==> src/rtl/rv32i_types.sv <==
// rv32i_types: shared RV32I pipeline types and constants
package rv32i_types;
    typedef enum logic [1:0] {RUN, IWAIT, IWAIT_REDIR} pipe_ctrl_state_t;
    localparam logic [4:0] REG_X0 = 5'd0;
endpackage

==> src/rtl/pipeline_ctrl_if.sv <==
// pipeline_ctrl_if: hazard inputs and stage load/flush controls of the pipeline sequencer
interface pipeline_ctrl_if #(parameter int CNT_W = 32);
    logic [4:0]       id_rs1;
    logic [4:0]       id_rs2;
    logic             id_uses_rs1;
    logic             id_uses_rs2;
    logic [4:0]       ex_rd;
    logic             ex_mem_read;
    logic             ex_redirect;
    logic             imem_stall;
    logic             dmem_stall;
    logic             clr_cnt;
    logic             pc_load;
    logic             pc_sel_held;
    logic             tgt_latch;
    logic             if_id_load;
    logic             if_id_flush;
    logic             id_ex_load;
    logic             id_ex_flush;
    logic             ex_mem_load;
    logic             mem_wb_load;
    logic [CNT_W-1:0] stall_cycles;
    logic [CNT_W-1:0] flush_events;
    modport master (
        output id_rs1, id_rs2, id_uses_rs1, id_uses_rs2, ex_rd, ex_mem_read,
               ex_redirect, imem_stall, dmem_stall, clr_cnt,
        input  pc_load, pc_sel_held, tgt_latch, if_id_load, if_id_flush,
               id_ex_load, id_ex_flush, ex_mem_load, mem_wb_load,
               stall_cycles, flush_events
    );
    modport slave (
        input  id_rs1, id_rs2, id_uses_rs1, id_uses_rs2, ex_rd, ex_mem_read,
               ex_redirect, imem_stall, dmem_stall, clr_cnt,
        output pc_load, pc_sel_held, tgt_latch, if_id_load, if_id_flush,
               id_ex_load, id_ex_flush, ex_mem_load, mem_wb_load,
               stall_cycles, flush_events
    );
endinterface

==> src/rtl/hazard_detect.sv <==
// hazard_detect: flags an ID instruction reading the register a load in EX is about to write
module hazard_detect
    import rv32i_types::*;
(
    input  logic [4:0] i_id_rs1,
    input  logic [4:0] i_id_rs2,
    input  logic       i_id_uses_rs1,
    input  logic       i_id_uses_rs2,
    input  logic [4:0] i_ex_rd,
    input  logic       i_ex_mem_read,
    output logic       o_load_use
);
    assign o_load_use = i_ex_mem_read && (i_ex_rd != REG_X0) &&
                        ((i_id_uses_rs1 && (i_id_rs1 == i_ex_rd)) ||
                         (i_id_uses_rs2 && (i_id_rs2 == i_ex_rd)));
endmodule

==> src/rtl/pipeline_ctrl.sv <==
// pipeline_ctrl: stall/flush sequencer for the 5-stage pipeline with saturating perf counters
module pipeline_ctrl
    import rv32i_types::*;
#(
    parameter int CNT_W = 32
) (
    input  logic            clk,
    input  logic            rst,
    pipeline_ctrl_if.slave  bus
);
    pipe_ctrl_state_t r_state;
    pipe_ctrl_state_t w_next_state;
    logic             w_load_use;
    logic             w_redir_acc;
    logic [CNT_W-1:0] r_stall_cycles;
    logic [CNT_W-1:0] r_flush_events;

    hazard_detect u_hazard (
        .i_id_rs1      (bus.id_rs1),
        .i_id_rs2      (bus.id_rs2),
        .i_id_uses_rs1 (bus.id_uses_rs1),
        .i_id_uses_rs2 (bus.id_uses_rs2),
        .i_ex_rd       (bus.ex_rd),
        .i_ex_mem_read (bus.ex_mem_read),
        .o_load_use    (w_load_use)
    );

    // Priority resolution: dmem freeze, then redirect, then load-use, then fetch stall
    always_comb begin
        w_next_state    = r_state;
        w_redir_acc     = 1'b0;
        bus.pc_load     = 1'b0;
        bus.pc_sel_held = 1'b0;
        bus.tgt_latch   = 1'b0;
        bus.if_id_load  = 1'b0;
        bus.if_id_flush = 1'b0;
        bus.id_ex_load  = 1'b0;
        bus.id_ex_flush = 1'b0;
        bus.ex_mem_load = 1'b0;
        bus.mem_wb_load = 1'b0;
        if (!rst && !bus.dmem_stall) begin
            bus.id_ex_load  = 1'b1;
            bus.ex_mem_load = 1'b1;
            bus.mem_wb_load = 1'b1;
            if (r_state == IWAIT_REDIR) begin
                bus.if_id_load  = 1'b1;
                bus.if_id_flush = 1'b1;
                bus.pc_load     = !bus.imem_stall;
                bus.pc_sel_held = !bus.imem_stall;
                w_next_state    = bus.imem_stall ? IWAIT_REDIR : RUN;
            end else if (bus.ex_redirect) begin
                w_redir_acc     = 1'b1;
                bus.if_id_load  = 1'b1;
                bus.if_id_flush = 1'b1;
                bus.id_ex_flush = 1'b1;
                bus.pc_load     = !bus.imem_stall;
                bus.tgt_latch   = bus.imem_stall;
                w_next_state    = bus.imem_stall ? IWAIT_REDIR : RUN;
            end else begin
                bus.pc_load     = !w_load_use && !bus.imem_stall;
                bus.if_id_load  = !w_load_use;
                bus.if_id_flush = !w_load_use && bus.imem_stall;
                bus.id_ex_flush = w_load_use;
                w_next_state    = bus.imem_stall ? IWAIT : RUN;
            end
        end
    end

    // State register; reset drops any pending redirect
    always_ff @(posedge clk) begin
        if (rst) r_state <= RUN;
        else     r_state <= w_next_state;
    end

    // Saturating counters; clear beats a same-cycle increment
    always_ff @(posedge clk) begin
        if (rst || bus.clr_cnt) begin
            r_stall_cycles <= '0;
            r_flush_events <= '0;
        end else begin
            if (!bus.pc_load && (r_stall_cycles != '1)) r_stall_cycles <= r_stall_cycles + 1'b1;
            if (w_redir_acc && (r_flush_events != '1)) r_flush_events <= r_flush_events + 1'b1;
        end
    end

    assign bus.stall_cycles = r_stall_cycles;
    assign bus.flush_events = r_flush_events;
endmodule
==> src/flat_wrapper.sv <==
// flat-port wrapper written by rule: the top's interface ports become plain ports
module pipeline_ctrl_flat import rv32i_types::*;
#(
    parameter int CNT_W = 32
)
  (clk, rst, bus_id_rs1, bus_id_rs2, bus_id_uses_rs1, bus_id_uses_rs2, bus_ex_rd, bus_ex_mem_read, bus_ex_redirect, bus_imem_stall, bus_dmem_stall, bus_clr_cnt, bus_pc_load, bus_pc_sel_held, bus_tgt_latch, bus_if_id_load, bus_if_id_flush, bus_id_ex_load, bus_id_ex_flush, bus_ex_mem_load, bus_mem_wb_load, bus_stall_cycles, bus_flush_events);
  pipeline_ctrl_if #(.CNT_W(CNT_W)) bus_i ();
  input  logic clk;
  input  logic rst;
  input wire logic [$bits(bus_i.id_rs1)-1:0] bus_id_rs1;
  input wire logic [$bits(bus_i.id_rs2)-1:0] bus_id_rs2;
  input wire logic [$bits(bus_i.id_uses_rs1)-1:0] bus_id_uses_rs1;
  input wire logic [$bits(bus_i.id_uses_rs2)-1:0] bus_id_uses_rs2;
  input wire logic [$bits(bus_i.ex_rd)-1:0] bus_ex_rd;
  input wire logic [$bits(bus_i.ex_mem_read)-1:0] bus_ex_mem_read;
  input wire logic [$bits(bus_i.ex_redirect)-1:0] bus_ex_redirect;
  input wire logic [$bits(bus_i.imem_stall)-1:0] bus_imem_stall;
  input wire logic [$bits(bus_i.dmem_stall)-1:0] bus_dmem_stall;
  input wire logic [$bits(bus_i.clr_cnt)-1:0] bus_clr_cnt;
  output wire logic [$bits(bus_i.pc_load)-1:0] bus_pc_load;
  output wire logic [$bits(bus_i.pc_sel_held)-1:0] bus_pc_sel_held;
  output wire logic [$bits(bus_i.tgt_latch)-1:0] bus_tgt_latch;
  output wire logic [$bits(bus_i.if_id_load)-1:0] bus_if_id_load;
  output wire logic [$bits(bus_i.if_id_flush)-1:0] bus_if_id_flush;
  output wire logic [$bits(bus_i.id_ex_load)-1:0] bus_id_ex_load;
  output wire logic [$bits(bus_i.id_ex_flush)-1:0] bus_id_ex_flush;
  output wire logic [$bits(bus_i.ex_mem_load)-1:0] bus_ex_mem_load;
  output wire logic [$bits(bus_i.mem_wb_load)-1:0] bus_mem_wb_load;
  output wire logic [$bits(bus_i.stall_cycles)-1:0] bus_stall_cycles;
  output wire logic [$bits(bus_i.flush_events)-1:0] bus_flush_events;
  assign bus_i.id_rs1 = bus_id_rs1;
  assign bus_i.id_rs2 = bus_id_rs2;
  assign bus_i.id_uses_rs1 = bus_id_uses_rs1;
  assign bus_i.id_uses_rs2 = bus_id_uses_rs2;
  assign bus_i.ex_rd = bus_ex_rd;
  assign bus_i.ex_mem_read = bus_ex_mem_read;
  assign bus_i.ex_redirect = bus_ex_redirect;
  assign bus_i.imem_stall = bus_imem_stall;
  assign bus_i.dmem_stall = bus_dmem_stall;
  assign bus_i.clr_cnt = bus_clr_cnt;
  assign bus_pc_load = bus_i.pc_load;
  assign bus_pc_sel_held = bus_i.pc_sel_held;
  assign bus_tgt_latch = bus_i.tgt_latch;
  assign bus_if_id_load = bus_i.if_id_load;
  assign bus_if_id_flush = bus_i.if_id_flush;
  assign bus_id_ex_load = bus_i.id_ex_load;
  assign bus_id_ex_flush = bus_i.id_ex_flush;
  assign bus_ex_mem_load = bus_i.ex_mem_load;
  assign bus_mem_wb_load = bus_i.mem_wb_load;
  assign bus_stall_cycles = bus_i.stall_cycles;
  assign bus_flush_events = bus_i.flush_events;
  pipeline_ctrl #(.CNT_W(CNT_W)) u_core (.clk(clk), .rst(rst), .bus(bus_i));
endmodule
==> config.mk <==
export PLATFORM = sky130hd
export DESIGN_NAME = pipeline_ctrl_flat
export DESIGN_NICKNAME = d
export VERILOG_FILES = /design/src/rtl/rv32i_types.sv /design/src/rtl/pipeline_ctrl_if.sv /design/src/rtl/hazard_detect.sv /design/src/rtl/pipeline_ctrl.sv /design/src/flat_wrapper.sv
export SDC_FILE = /design/constraint.sdc
export NUM_CORES = 1
export LEC_CHECK = 0
export CAP_MARGIN = 30
export CORE_ASPECT_RATIO = 1.1
export CORE_MARGIN = 3
export CORE_UTILIZATION = 54
export CTS_BUF_LIST = sky130_fd_sc_hd__clkbuf_4 sky130_fd_sc_hd__clkbuf_8
export DETAILED_ROUTE_END_ITERATION = 10
export HOLD_SLACK_MARGIN = 0.15
export PLACE_DENSITY_LB_ADDON = 0.2
export SLEW_MARGIN = 20
export SYNTH_ARGS = -nofsm -noshare
export SYNTH_HDL_FRONTEND = slang
export SYNTH_SLANG_ARGS = --single-unit
==> constraint.sdc <==
create_clock -name clk -period 3.6 [get_ports clk]
set_input_delay 0.72 -clock clk [delete_from_list [all_inputs] [get_ports clk]]
set_output_delay 0.72 -clock clk [all_outputs]
set_load 0.05 [all_outputs]
# Word-level counts from Yosys, hierarchy flattened
# Cells that the tools add are included.
# Widths: inputs -> output; s select.
[op_classes]
n_reduce_logical = 17
n_eq_ne = 5
mux = 25
add_sub_neg = 2
[ops]
columns = ["operator", "n"]
rows = [
  ["$add 32x1->32 const B", 2],
  ["$ne 32x32->1 const B", 2],
  ["$mux 1", 22],
  ["$eq 5x5->1", 2],
  ["$logic_and 1x1->1", 9],
  ["$mux 2", 3],
  ["$logic_not 1->1", 5],
  ["$reduce_bool 5->1", 1],
  ["$eq 2x2->1 const B", 1],
  ["$logic_or 1x1->1", 2],
]
[word_totals]
register_bits = 66
in_bits = 24
output_inout_bits = 73

# Longest topological paths before layout
[logic_depth]
ltp_word = 11
ltp_mapped = 8
ltp_nobuf = 7

# By module
# Synthesis repeated with hierarchy kept, for this count alone.
[hier_totals]
cells_unflattened = 447
area_unflattened_um2 = 3627.2
[by_module_without_submodules]
columns = ["mod", "seq_area_each_um2", "cells_per_inst", "instances", "area_per_inst_um2"]
rows = [
  ["pipeline_ctrl", 1321.3, 430, 1, 3493.4],
  ["hazard_detect", 0.0, 17, 1, 133.9],
]

# Worst setup path before layout
# No wires, ideal clock.
[synth_path]
path_type = "input to output"
start = "input port bus_ex_rd[0]"
end = "output port bus_if_id_flush"
required_time_ns = 2.880
slack_ns = 0.373
arrival_ns = 2.507
path_buffers = 0
path_stages = 5
path_cell_list = "or4_1 > o21a_1 > and2_1 > nand2b_1 > a21oi_1"
[synth_between]
elab_chain_len = 9
elab_cells_between_ends = 13
cone_classes = "eq/ne: 2; mux: 3; reduce/logical: 8"
[synth_rtl]
columns = ["item", "line_no", "rtl"]
rows = [
  ["start: declaration", "flat_wrapper.sv:14", "input wire logic [$bits(bus_i.ex_rd)-1:0] bus_ex_rd;"],
  ["$eq 5x5->1 (on tied branches)", "hazard_detect.sv:14, hazard_detect.sv:15", ""],
  ["$logic_and 1x1->1 (on tied branches)", "hazard_detect.sv:14, hazard_detect.sv:15", ""],
  ["$logic_or 1x1->1", "hazard_detect.sv:14", "((i_id_uses_rs1 && (i_id_rs1 == i_ex_rd)) ||"],
  ["$logic_and 1x1->1 *", "hazard_detect.sv:13", "assign o_load_use = i_ex_mem_read && (i_ex_rd != REG_X0) &&"],
  ["$logic_not 1->1 *", "pipeline_ctrl.sv:62", "bus.if_id_flush = !w_load_use && bus.imem_stall;"],
  ["$logic_and 1x1->1 *", "pipeline_ctrl.sv:62", ""],
  ["$mux 1 *", "pipeline_ctrl.sv:51", "end else if (bus.ex_redirect) begin"],
  ["$mux 1 *", "pipeline_ctrl.sv:45", "if (r_state == IWAIT_REDIR) begin"],
  ["$mux 1 *", "pipeline_ctrl.sv:41", "if (!rst && !bus.dmem_stall) begin"],
  ["end: declaration", "flat_wrapper.sv:24", "output wire logic [$bits(bus_i.if_id_flush)-1:0] bus_if_id_flush;"],
]
# Mark *: on every way between the ends. The rest lies on a longest branch, timed or not.

# Worst setup path after layout
[layout_path]
start = "input port bus_ex_rd[3]"
end = "output port bus_if_id_flush"
# The elaborated chain is that of the path after synthesis.

==> results.json <==
{
  "fin_worst_skew_ps": 4.95,
  "status": "completed",
  "synth_warnings": 0,
  "placed_cells": 593,
  "post_cts_buffers": 0,
  "yosys.area.top_type_share": 0.372,
  "h-tree-depth": 3,
  "grt_pass1_wl_um": 16400,
  "wl_um": 9650,
  "synth_area_mm2": 0.00355,
  "fp.dieW_um": 83.4,
  "power.internal_mw": 1.09,
  "syn-num-nets": 453,
  "pwr-share-clk": 0.399,
  "synth_flop_cell": "dfxtp_1",
  "port_buffers": 96,
  "start_util": 0.567,
  "diodes": 0,
  "cts_buffer_depth": 2,
  "synth-async-reset-ratio": 0,
  "powerDensity_mw_per_mm2": 301,
  "ant_nets": 0,
  "cts_hold_buf": 0,
  "syn_to_final_growth_pct": 33.9,
  "drc": 0,
  "synthDistinctLibCells": 52,
  "cts_tree": "built",
  "combPwrFrac": 0.088,
  "hold_viol": 0,
  "dr.pass1.iters": 5,
  "dpl_worst_slack_ps": 185,
  "relSlewSlack": 0.373,
  "antenna_found_initial": 0,
  "syn_inst": 427,
  "p_leak_nw": 1.51,
  "ys_ff_latch": 66,
  "dieArea_mm2": 0.00759,
  "fillers": 466,
  "ys_top_cells_by_area": "dfxtp_1 37%, xnor2_1 5.9%, nor2_1 5.7%",
  "layout.nets": 550,
  "clock_latency_ps": 340,
  "core_mm2": 0.00627,
  "rsz0062_at_grt": "no",
  "clk_pin_slew_ps": 60,
  "numCtsBuffers": 9,
  "worstPathRequired_ps": 2880,
  "worstMarginPinSlew_ps": 937,
  "cts_resized": 0,
  "globalplace.congestion": 0.853,
  "dp_hpwl_um": 7050,
  "cts-root-buf": "clkbuf_8",
  "synth.avg_cell_area_um2": 8.32,
  "grt_pass1_vias": 3523,
  "fin_setup_tns_ps": 0,
  "p_sw_uw": 348,
  "critPathLaunchType": "primary input",
  "synth_most_common_cell": "dfxtp_1",
  "crit_type": "in -> out",
  "reg2reg_from": "u_core.bus.stall_cycles[18]$_SDFFE_PP0P_",
  "critPathArrivalTime_ps": 2710,
  "hold_class": "reg -> reg",
  "dr.first_iter.drc_count": 329,
  "grt_use_total": 0.258,
  "num_rows": 30,
  "min_period_ps": 3430,
  "synth_common_cells": "66 x dfxtp_1, 54 x nor2_1, 27 x a21oi_1",
  "end_kind": "output port",
  "ys_seq_area_frac": 0.372,
  "drt-wirelength-per-cell_um": 15.9,
  "die_y_um": 91.1,
  "final_cells": 607,
  "grt_start_max_net_pins": 34,
  "critPathLaunch": "bus_ex_rd[3]",
  "cts_sinks": 66,
  "path_max_fanout": 3,
  "maxSlewViolCount": 0,
  "setup_viol": 0,
  "vias_per_cell": 6.08,
  "final.setup.worst_slack_ps": 167,
  "num_vias": 3688,
  "clock.fmax_mhz": 291,
  "hold_start": "u_core.bus.stall_cycles[16]$_SDFFE_PP0P_",
  "yosysTopAreaCell": "dfxtp_1",
  "switching_share": 0.243,
  "io_pins": 97,
  "p_seq_frac": 0.513,
  "grt_overflow": 0,
  "vdd_drop_max_v": 0.000286,
  "fin_crit_sh": 0.954,
  "drive_gt1_frac": 0.0835,
  "drv_cap": 0,
  "fin_util": 0.759,
  "synth_edf_count": 0
}
-- stage by stage --
stage | cell area [µm²] | total power, mW | hold slack, ps
floorplan | 3550 | 0.824 | 466
detailed placement | 4580 | 0.879 | 491
global route | 4760 | 1.48 | 542
finish | 4760 | 1.43 | 496
global placement | 4580 | 0.876 | 475
CTS | 4760 | 1.44 | 502
-- state kept, by name, summed over array words and instances, names as in the netlist --
signal,flops
u_core.bus.flush_events,32
u_core.bus.stall_cycles,32
u_core.r_state,2
-- area by class of cell --
cell class	instances	area, µm²	area share
clock buffer	12	165	0.0347
clock inverter	2	12.5	0.00263
inverter	7	26.3	0.00552
multi-input combinational	338	2100	0.441
sequential	66	1320	0.278
tap	80	100	0.0210
timing repair buffer	102	1030	0.217
-- power groups by stage --
| stage | logic (mW) | registers (mW) | clock network, mW |
|---|---|---|---|
| 2_1_floorplan | 0.0672 | 0.757 | 0 |
| 4_1_cts | 0.127 | 0.736 | 0.575 |
| 5_1_grt | 0.136 | 0.736 | 0.612 |
| 3_3_place_gp | 0.124 | 0.752 | 0 |
| 6_report | 0.126 | 0.736 | 0.572 |
| 3_5_place_dp | 0.126 | 0.752 | 0 |
-- layout by cell type (no fill, tap or decap), types with 8 or more instances in the layout --
master	netlist	final
clkdlybuf4s50_1	0	87
dfxtp_1	66	66
nor2_1	54	54
a21oi_1	27	27
nand3_1	26	26
xnor2_1	24	24
nand2_1	24	24
nand4_1	22	22
xor2_1	18	18
or4_1	15	15
o31ai_1	14	14
o21ai_0	13	13
and3_1	12	12
clkbuf_8	2	12
or3_1	11	11
buf_4	5	11
nor3_1	9	9
and4_1	8	8
-- final timing paths --
path                            depth (start not counted)                                  endpoint  slack (ps)
worst min-delay path                                    2  u_core.bus.stall_cycles[16]$_SDFFE_PP0P_         500
worst max-delay path                                    7                           bus_if_id_flush         170
worst max register to register                          6   u_core.bus.stall_cycles[1]$_SDFFE_PP0P_        1230
worst min register to register                          2  u_core.bus.stall_cycles[16]$_SDFFE_PP0P_         500
-- critical path, stage by stage --
cell and delay, ps:
clkdlybuf4s50_1 480, or4_1 540, o21a_1 200, and2_1 180, nand2b_1 140, a21oi_1 270
buf_12 180
-- cell families after synthesis --
family	synth area share
flops	0.372
xor+xnor	0.103
simple gates	0.350
buf+inv	0.0373
fa+ha+maj	0.00704
compound gates	0.127
mux	0.00282
-- metal layers --
metal,share of wire,GRT usage,up-vias,wire length [µm]
li1,-,-,1770,-
met1,0.40,0.301,1759,3890
met2,0.51,0.453,137,4960
met3,0.056,0.0708,22,545
met4,0.026,0.0872,0,252
met5,0,0,-,0
Note: power is estimated with default switching activity, not from simulation.
